## src/rtl/definition.sv

```systemverilog
// Shared constants and state type for the FIFO write-side scheduler.
package definition;

  localparam int DATASIZE     = 8;
  localparam int WRITE_PERIOD = 2;
  localparam int BURST_LENGTH = 1024;

  typedef enum logic {IDLE, BURST} sched_state_t;

endpackage

```

## src/rtl/wr_pacer.sv

```systemverilog
// Write pacer: enforces a minimum spacing of WRITE_PERIOD cycles between write strobes.
module wr_pacer #(
  parameter int WRITE_PERIOD = definition::WRITE_PERIOD
) (
  input  logic wclk,
  input  logic wrst_n,
  input  logic load,
  output logic pace_ok
);

  localparam int PW = (WRITE_PERIOD > 1) ? $clog2(WRITE_PERIOD) : 1;
  localparam logic [PW-1:0] RELOAD = PW'(WRITE_PERIOD - 1);

  logic [PW-1:0] pace_cnt;

  // Reload on every write, then count down to zero and hold there.
  always_ff @(posedge wclk or negedge wrst_n) begin
    if (!wrst_n) begin
      pace_cnt <= '0;
    end else if (load) begin
      pace_cnt <= RELOAD;
    end else if (pace_cnt != '0) begin
      pace_cnt <= pace_cnt - 1'b1;
    end
  end

  assign pace_ok = (pace_cnt == '0);

endmodule

```

## src/rtl/fifo_wr_scheduler.sv

```systemverilog
// Round-robin, burst-limited, paced scheduler for the async FIFO write port.
// Optional FIFO_WR_SCHED_STALL_CNT_EN adds a saturating stall_cnt output.
module fifo_wr_scheduler
  import definition::*;
#(
  parameter int DATASIZE     = definition::DATASIZE,
  parameter int BURST_LEN    = definition::BURST_LENGTH,
  parameter int WRITE_PERIOD = definition::WRITE_PERIOD
) (
  input  logic                               wclk,
  input  logic                               wrst_n,
  input  logic [1:0]                         req_valid,
  input  logic [DATASIZE-1:0]                req_data0,
  input  logic [DATASIZE-1:0]                req_data1,
  output logic [1:0]                         req_ready,
  input  logic                               wfull,
  output logic                               winc,
  output logic [DATASIZE-1:0]                wdata,
  output logic [1:0]                         grant,
  output logic [$clog2(BURST_LEN+1)-1:0]     burst_cnt
`ifdef FIFO_WR_SCHED_STALL_CNT_EN
  ,
  output logic [15:0]                        stall_cnt
`endif
);

  localparam int BW = $clog2(BURST_LEN + 1);
  localparam logic [BW-1:0] BURST_MAX = BW'(BURST_LEN);

  sched_state_t  state, state_next;
  logic          owner, owner_next;
  logic          rr_ptr, rr_next;
  logic [BW-1:0] burst_next;
  logic          pace_ok;
  logic          slot;

  wr_pacer #(.WRITE_PERIOD(WRITE_PERIOD)) u_pacer (
    .wclk    (wclk),
    .wrst_n  (wrst_n),
    .load    (winc),
    .pace_ok (pace_ok)
  );

  assign slot = (state == BURST) && pace_ok && !wfull;

  always_ff @(posedge wclk or negedge wrst_n) begin
    if (!wrst_n) begin
      state     <= IDLE;
      owner     <= 1'b0;
      rr_ptr    <= 1'b0;
      burst_cnt <= '0;
    end else begin
      state     <= state_next;
      owner     <= owner_next;
      rr_ptr    <= rr_next;
      burst_cnt <= burst_next;
    end
  end

  // Arbitration happens only in IDLE; a burst ends on the length limit or a declined slot.
  always_comb begin
    state_next = state;
    owner_next = owner;
    rr_next    = rr_ptr;
    burst_next = burst_cnt;
    case (state)
      IDLE: begin
        if (|req_valid) begin
          state_next = BURST;
          burst_next = '0;
          owner_next = (&req_valid) ? rr_ptr : req_valid[1];
        end
      end
      BURST: begin
        if (winc) begin
          burst_next = burst_cnt + 1'b1;
        end
        if ((winc && (burst_next == BURST_MAX)) || (slot && !req_valid[owner])) begin
          state_next = IDLE;
          rr_next    = ~owner;
        end
      end
      default: state_next = IDLE;
    endcase
  end

  always_comb begin
    grant     = '0;
    req_ready = '0;
    winc      = 1'b0;
    wdata     = req_data0;
    if (state == BURST) begin
      grant[owner]     = 1'b1;
      req_ready[owner] = slot;
      winc             = slot && req_valid[owner];
      if (slot && req_valid[owner] && owner) begin
        wdata = req_data1;
      end
    end
  end

`ifdef FIFO_WR_SCHED_STALL_CNT_EN
  always_ff @(posedge wclk or negedge wrst_n) begin
    if (!wrst_n) begin
      stall_cnt <= '0;
    end else if ((state == BURST) && pace_ok && req_valid[owner] && wfull &&
                 (stall_cnt != 16'hFFFF)) begin
      stall_cnt <= stall_cnt + 1'b1;
    end
  end
`endif

endmodule

```

## config.mk

```make
export PLATFORM = sky130hd
export DESIGN_NAME = fifo_wr_scheduler
export DESIGN_NICKNAME = d
export VERILOG_FILES = /design/src/rtl/definition.sv /design/src/rtl/wr_pacer.sv /design/src/rtl/fifo_wr_scheduler.sv
export SDC_FILE = /design/constraint.sdc
export NUM_CORES = 1
export LEC_CHECK = 0
export CAP_MARGIN = 40
export CORE_AREA = 2 2 64 72
export DETAILED_ROUTE_END_ITERATION = 12
export DIE_AREA = 0 0 66 74
export PLACE_DENSITY = 0.51
export SYNTH_ARGS = -nofsm -noshare
export SYNTH_HDL_FRONTEND = slang
export SYNTH_SLANG_ARGS = --single-unit
export TNS_END_PERCENT = 1
```

## constraint.sdc

```tcl
create_clock -name wclk -period 2.7 [get_ports wclk]
set_input_delay 0.54 -clock wclk [delete_from_list [all_inputs] [get_ports wclk]]
set_output_delay 0.54 -clock wclk [all_outputs]
set_load 0.05 [all_outputs]
```

# Word-level counts from Yosys, hierarchy flattened
# Index checks and enable logic that the tools add are counted.
[totals] ff_bits=15 word_cells=48 out_inout_bits=24
[op_classes] n_mux=19 magnitude_cmp=2 bitwise=4 add_sub_neg=2 eq_ne=2 n_reduce_logical=14
[op_table] op="2-to-1 mux 11 bit" n=3
[op_table] op="case mux 11 bit (2 select lines)" n=1
[op_table] op="2-to-1 mux 8 bit" n=2
[op_table] op="adder 11 x 1 -> 11 bit (second input constant)" n=1
[op_table] op="equality test 11 bit (second input constant)" n=1
[op_table] op="2-to-1 mux 1 bit" n=9
[op_table] op="logical AND 1 bit" n=7
[op_table] op="AND reduction 2 bit" n=3
[op_table] op="2-to-1 mux 2 bit" n=2
[op_table] op="NOT 1 bit" n=3
[op_table] op="bitwise AND 2 bit" n=1
[op_table] op="logical NOT 1 bit" n=2
[op_table] op="< comparator 1 x 2 -> 1 bit (second input constant)" n=1
[op_table] op="!= test 2 bit (second input constant)" n=1
[op_table] op="case mux 1 bit (2 select lines)" n=1
[op_table] op="OR reduction 2 bit" n=1
[op_table] op="demux 1 bit (select 1 bit)" n=1
[op_table] op="greater-or-equal comparator 1 bit (second input constant)" n=1
[op_table] op="logical OR 1 bit" n=1
[op_table] op="subtractor 1 bit (second input constant)" n=1

# Longest topological paths before layout
# Gate-level depths: netlist (run 1).
[logic_depth] word_depth=12 depth_mapped=8 depth_no_buf=7

# Hierarchy
# Synthesis (run 1) repeated with hierarchy kept, for this count alone.
[hier_totals] cells_unflattened=117 area_unflattened_um2=1096.1
[modules_own_cells] module="fifo_wr_scheduler" area_each_um2=1067.3 cells_each=115 instances=1
[modules_own_cells] module="wr_pacer" area_each_um2=28.8 cells_each=2 instances=1

# Worst setup path before layout (run 1)
# Ideal clock, no wire load.
[synth_timing] kind="input to output" start="in req_valid[1]" end="out wdata[0]" setup_slack_ns=-0.073 stages=6 t_required_ns=2.160 arrival_time_ns=2.233 path_buffers=1 path_cell_list="clkbuf_1 -> mux2_2 -> nand2_2 -> inv_1 -> nand2_1 -> mux2_2"
[synth_between] elab_chain_cells=6
[synth_rtl] item="start: declaration" line_no="fifo_wr_scheduler.sv:12" rtl="input logic [1:0] req_valid,"
[synth_rtl] item="2-to-1 mux 1 bit (not written as such) (2 in a row)" line_no="fifo_wr_scheduler.sv:96" rtl="if (slot && req_valid[owner] && owner) begin"
[synth_rtl] item="logical AND 1 bit (2 in a row)" line_no="fifo_wr_scheduler.sv:96"
[synth_rtl] item="2-to-1 mux 8 bit" line_no="fifo_wr_scheduler.sv:96"
[synth_rtl] item="2-to-1 mux 8 bit" line_no="fifo_wr_scheduler.sv:92" rtl="if (state == BURST) begin"
[synth_rtl] item="end: declaration" line_no="fifo_wr_scheduler.sv:18" rtl="output logic [DATASIZE-1:0] wdata,"
# Every way passes these cells. The select of a mux whose other input is x is not followed.

# Worst setup path after layout (run 1)
[layout_timing] start="reg owner" end="out wdata[3]"
[layout_between] elab_chain_cells=6
[layout_rtl] item="start: declaration" line_no="fifo_wr_scheduler.sv:31" rtl="logic owner, owner_next;"
[layout_rtl] item="start signal: assignment" line_no="fifo_wr_scheduler.sv:54" rtl="owner <= owner_next;"
[layout_rtl] item="2-to-1 mux 1 bit (not written as such) (2 in a row)" line_no="fifo_wr_scheduler.sv:96"
[layout_rtl] item="logical AND 1 bit" line_no="fifo_wr_scheduler.sv:96"
[layout_rtl] item="logical AND 1 bit (*)" line_no="fifo_wr_scheduler.sv:96"
[layout_rtl] item="2-to-1 mux 8 bit (*)" line_no="fifo_wr_scheduler.sv:96"
[layout_rtl] item="2-to-1 mux 8 bit (*)" line_no="fifo_wr_scheduler.sv:92"
# Every way passes the cells marked *; elsewhere a longest branch is shown, timed or not. The select of a mux whose other input is x is not followed.

==> results of run 1 <==
[critical path, delay by kind of cell (launching register included)]
family        cells  cell delay (ps)
mux               2              760
buf+inv           2              310
flops             1              530
simple gates      2              250
[cells in the mapped netlist (2+ instances only)]
cell / instances
dfrtp_1: 15
nor2_1: 12
nand2_1: 11
a21oi_1: 10
mux2_2: 9
nand3_1: 7
mux2i_1: 6
o21ai_0: 6
inv_1: 5
clkbuf_1: 3
nand4_1: 3
nor3_1: 3
nor4_1: 3
xnor2_1: 3
a31oi_1: 2
and3_1: 2
buf_2: 2
or4_1: 2
[final timing paths]
| path | from | endpoint | slack [ps] | depth (start not counted) |
|---|---|---|---|---|
| setup / recovery | owner | wdata[3] | 50 | 6 |
| hold / removal | burst_cnt[10] | burst_cnt[10] | 580 | 2 |
| setup reg to reg | owner | rr_ptr | 250 | 7 |
| hold reg to reg | burst_cnt[10] | burst_cnt[10] | 580 | 2 |
| max in group asynchronous | wrst_n | state | 1530 | 1 |
| min in group asynchronous | wrst_n | burst_cnt[7] | 720 | 1 |
[logic make-up after synthesis]
family          share of synthesized area, %
fa+ha+maj                              1.106
simple gates                           24.67
xor+xnor                               3.098
flops                                  33.19
compound gates                         15.93
mux                                    16.26
buf+inv                                5.752
[per-layer routing]
metal | global-route usage [%] | up-vias | part of all wire, %
li1 | - | 587 | -
met1 | 20.15 | 586 | 46
met2 | 24.92 | 18 | 51
met3 | 1.967 | 6 | 2.4
met4 | 4.762 | 0 | 1.3
met5 | 0 | - | 0
[power by group]
part	switching (uW)	internal, uW	total (uW)
Combinational	507	385	892
Sequential	65.8	264	330
Clock	82.0	105	187
Total	655	754	1410
[state kept, by name (all words and copies together), names as in the netlist]
signal	flops
owner	1
burst_cnt	11
u_pacer.pace_cnt	1
state	1
rr_ptr	1
[layout make-up]
cell class	instances	share of cell area, %
Clock buffer	4	2.457
Multi-Input combinational cell	99	38.84
Sequential cell	15	20.48
Timing Repair Buffer	66	33.31
Tap cell	54	3.686
Inverter	5	1.229
[per-stage QoR]
stage / std cells / instance area (sq um) / setup WS, ps
2_1_floorplan: 126 / 1137 / 2.707
6_report: 243 / 1833 / 54.68
5_1_grt: 243 / 1833 / -40.49
3_5_place_dp: 239 / 1772 / -183.5
3_3_place_gp: 239 / 1772 / -148.9
4_1_cts: 243 / 1819 / 48.94
[what timing repair did]
action | in CTS | in global routing
pin swaps | 0 | 0
endpoints found under the setup margin | 8 | 10
resized for setup | 3 | 3
setup buffers | 0 | 0
==> results.py, run 1 <==
metrics = {
    "final_layout": {
        "regArea_sq_um": 375.4,
        "most-common-layout-cells": "buf_4 (31), clkdlybuf4s50_1 (30), dfrtp_1 (15)",
        "antennaDiodeCount": 0,
        "area_growth_pct": 62.06,
        "post-route-util_pct": 43.73,
        "nets": 212,
        "nFillCells": 414,
        "multi_input_area_sq_um": 711.9,
        "layout_commonest_cell": "buf_4",
        "drive_gt1_share_pct": 31.75,
    },
    "drt": {
        "num_vias": 1197,
        "drt_wl_total_mm": 3.442,
        "drcViolationCount": 0,
        "ant_nets": 0,
        "first_pass_iters": 4,
        "vias_per_cell": 4.926,
        "routedWlPerCell_um": 14.16,
        "drt-initial-drc-count": 44,
    },
    "min_path": {
        "hold_path_class": "flop to flop",
    },
    "worst_setup_path": {
        "critPathLaunchType": "flop",
        "cpMostUsedCell": "mux2_2",
        "worstPathArrival_ps": 2110,
        "max_stage_delay_ps": 530,
        "cp_max_fo": 8,
        "cpMaxStageDelayCell": "dfrtp_1",
        "worstSetupEndpointType": "output pin",
        "crit_type": "flop to output pin",
        "crit_chain": "mux2_2, nand2_2, clkinvlp_4, nand2_4, mux2_2, buf_4",
        "required_ps": 2160,
    },
    "synthesis": {
        "synthArstFlopShare_pct": 100.0,
        "syn_area_per_cell_sq_um": 8.977,
        "ys_seq_elements": 15,
        "synthesis.area_sq_mm": 0.001131,
        "synthDistinctLibCells": 40,
        "synth_largest_area_cell": "dfrtp_1",
        "syn_nets": 148,
        "ys_top_cells_by_area": "dfrtp_1 (33%), mux2_2 (9.0%), mux2i_1 (5.3%), a21oi_1 (4.4%), nor2_1 (4.0%)",
        "yosys.area.top_type_share_pct": 33.19,
        "synth_flop_cell": "dfrtp_1",
        "synth_edf_count": 0,
        "syn_inst": 126,
        "yosysSeqAreaShare_pct": 33.19,
        "synth_warnings": 0,
    },
    "flow_run": {
        "maxCapViolations": 0,
    },
    "sta": {
        "fin_crit_sh_pct": 97.97,
        "timing.fmax_ghz": 0.3780,
        "setup_viol": 0,
        "hold_slack_ps": 577.9,
        "slew_viol_final": 0,
        "tightest_slew_ps": 711.4,
        "finalSetupTns_ps": 0,
        "worst_clock_skew_ps": 2.551,
        "fin_crit_ps": 2645,
        "finalHoldViolCount": 0,
        "rsz0062_at_grt": "yes",
        "relSlewSlack_pct": 52.42,
    },
    "floorplanning": {
        "start_util_pct": 26.99,
        "die-area_sq_mm": 0.004884,
        "die_width_um": 66,
        "design.core.area_sq_mm": 0.004192,
        "die_y_um": 74,
        "rows": 25,
        "boundaryPins": 45,
    },
    "cts": {
        "clock-root-buffer": "clkbuf_8",
        "cts_inserted_buffers": 3,
        "cts_max_level": 1,
        "clock_path_buffers": 2,
        "clk_pin_slew_ps": 60,
        "cts_hold_buf": 0,
        "cts.sinks": 15,
        "clk_latency_ps": 250,
        "cts_tree": "done",
    },
    "pwr": {
        "fin_total_pwr_uw": 1409,
        "powerDensity_mw_per_mm2": 768.7,
        "p_leak_uw": 0.0007661,
        "ir_drop_mv": 0.3912,
    },
    "grt": {
        "antenna_found_initial": 0,
        "grt_pass1_vias": 1191,
        "grt_max_degree": 16,
        "grt_usage_pct": 14.91,
        "grt_pass1_wl_mm": 5.713,
        "overflow": 0,
    },
    "place": {
        "gp_congestion": 0.8768,
        "dp_hpwl_mm": 2.761,
        "portBuffers": 44,
    },
    "status": {
        "outcome": "completed",
    },
}
(Power assumes the default switching activity.)
==> inputs of run 2 (changes only) <==
CORE_AREA = 2 2 52 59   (was 2 2 64 72)
CTS_CLUSTER_SIZE = 20   (was unset)
DIE_AREA = 0 0 54 61   (was 0 0 66 74)
PLACE_DENSITY = 0.74   (was 0.51)
==> run 2 against run 1 <==
Against the previous run: sequential share of layout area is 0.78 points higher; critical path depth rose by 2; non-clock buffer count shrank 1; flip-flop and latch count unchanged; design area down 3.3%; count of clock-buffer cells in the layout is 1 lower; clock power is 27% lower; power fell by 4.0%; maximum frequency up 0.55%; via count rose by 4.1%; cell count down 9.1%; register-to-register slack better by 80 ps; largest cell class unchanged; largest power group unchanged; highest routed layer unchanged.
==> results.py, run 2 (synthesis results as in run 1) <==
metrics = {
    "grt": {
        "grt_usage_pct": 21.03,
        "grt_pass1_wl_mm": 5.106,
        "top_usage_layer": "met2",
        "grt_max_degree": 16,
        "antenna_found_initial": 0,
        "met1_usage_pct": 27.96,
        "grt_pass1_vias": 1135,
        "use_met3_pct": 2.217,
        "overflow": 0,
        "grt_use_met2_pct": 35.71,
    },
    "drt": {
        "routedWlPerCell_um": 15.31,
        "ant_nets": 0,
        "drt-initial-drc-count": 42,
        "vias_per_cell": 5.638,
        "drcViolationCount": 0,
        "num_vias": 1246,
        "drt_wl_total_mm": 3.383,
        "first_pass_iters": 4,
    },
    "final_layout": {
        "post-route-util_pct": 65.56,
        "nFillCells": 240,
        "most-common-layout-cells": "clkdlybuf4s50_1 (31), buf_4 (29), dfrtp_1 (14)",
        "drive_gt1_share_pct": 30.85,
        "design_area_sq_mm": 0.001772,
        "nets": 211,
        "antennaDiodeCount": 0,
        "top_register": "burst_cnt",
        "largest_reg_flops": 11,
        "area_growth_pct": 56.64,
        "layout_commonest_cell": "clkdlybuf4s50_1",
    },
    "sta": {
        "tightest_slew_ps": 706.6,
        "worst_clock_skew_ps": 0.5931,
        "rsz0062_at_grt": "no",
        "fin_crit_sh_pct": 97.43,
        "fin_crit_ps": 2631,
        "slew_viol_final": 0,
        "finalHoldViolCount": 0,
        "timing.fmax_ghz": 0.3801,
        "relSlewSlack_pct": 52.75,
        "setup_viol": 0,
    },
    "floorplanning": {
        "die_y_um": 61,
        "die_width_um": 54,
        "start_util_pct": 41.85,
        "die-area_sq_mm": 0.003294,
        "design.core.area_sq_mm": 0.002703,
        "boundaryPins": 45,
        "rows": 20,
    },
    "cts": {
        "clock-root-buffer": "clkbuf_4",
        "post-cts-setup-buffers": 0,
        "cts_hold_buf": 0,
        "clk_latency_ps": 290,
        "cts.sinks": 15,
        "cts_tree": "done",
        "cts_inserted_buffers": 3,
        "cts_max_level": 1,
        "clock_path_buffers": 2,
        "clk_pin_slew_ps": 100,
    },
    "place": {
        "dp_hpwl_mm": 2.646,
        "portBuffers": 44,
        "dpl_cell_area_sq_mm": 0.001740,
        "gp_congestion": 0.9362,
    },
    "worst_setup_path": {
        "required_ps": 2160,
        "worstSetupEndpointType": "output pin",
        "rr_worst_depth": 7,
        "cp_max_fo": 8,
        "worstPathArrival_ps": 2090,
        "crit_type": "primary input to output pin",
        "ff2ff_setup_slack_ps": 330,
        "critPathLaunchType": "primary input",
    },
    "status": {
        "outcome": "completed",
    },
    "min_path": {
        "whs_path_depth": 2,
        "hold_path_class": "flop to flop",
    },
    "flow_run": {
        "maxCapViolations": 0,
    },
    "pwr": {
        "ir_drop_mv": 0.5519,
        "fin_total_pwr_uw": 1353,
        "p_leak_uw": 0.0007509,
        "powerDensity_mw_per_mm2": 763.6,
    },
}
run 2: layout make-up:
type / instances / area, sq um / area share (%)
clock inverters: 1 / 5.005 / 0.2825
repair buffers: 65 / 605.6 / 34.18
inverters: 5 / 22.52 / 1.271
clock buffers: 3 / 22.52 / 1.271
flip-flops and latches: 15 / 376.6 / 21.26
well taps: 33 / 41.29 / 2.331
multi-input cells: 99 / 698.2 / 39.41
run 2: power breakdown:
group,switching [uW],total (uW),internal [uW]
registers,66.3,332,265
clock network,82.2,137,55.2
logic,506,884,378
total,655,1350,698
run 2: worst paths after layout:
kind	from	endpoint
setup / recovery	wfull	wdata[3]
hold / removal	burst_cnt[10]	burst_cnt[10]
setup reg to reg	burst_cnt[0]	rr_ptr
hold reg to reg	burst_cnt[10]	burst_cnt[10]
max in group asynchronous	wrst_n	owner
min in group asynchronous	wrst_n	burst_cnt[10]
run 2: through the flow:
step	setup slack [ps]	std cells	hold WS (ps)	setup TNS, ps
after global routing	6.538	221	620.6	0
after CTS	59.42	221	584.1	0
after detailed placement	-207.1	217	558.7	-1240
final	69.28	221	583.0	0
after global placement	-146.7	217	539.4	-924.0
after floorplan	2.707	126	244.4	0
run 2: what timing repair did:
item	CTS	global route
pin swaps	0	0
resized for setup	3	1
endpoints found under the setup margin	8	1
run 2: critical path: stages:
cell,delay (ps)
clkdlybuf4s50_1,410
buf_4,140
nor3b_2,210
nand2_2,100
clkinvlp_4,110
nand2_4,90
mux2_2,290
buf_4,190
run 2: metal layers:
| metal | part of all wire (%) | vias to the layer above |
|---|---|---|
| met4 | 1.1 | 0 |
| met2 | 52 | 50 |
| met1 | 41 | 608 |
| met5 | 0 | - |
| li1 | - | 583 |
| met3 | 5.5 | 5 |
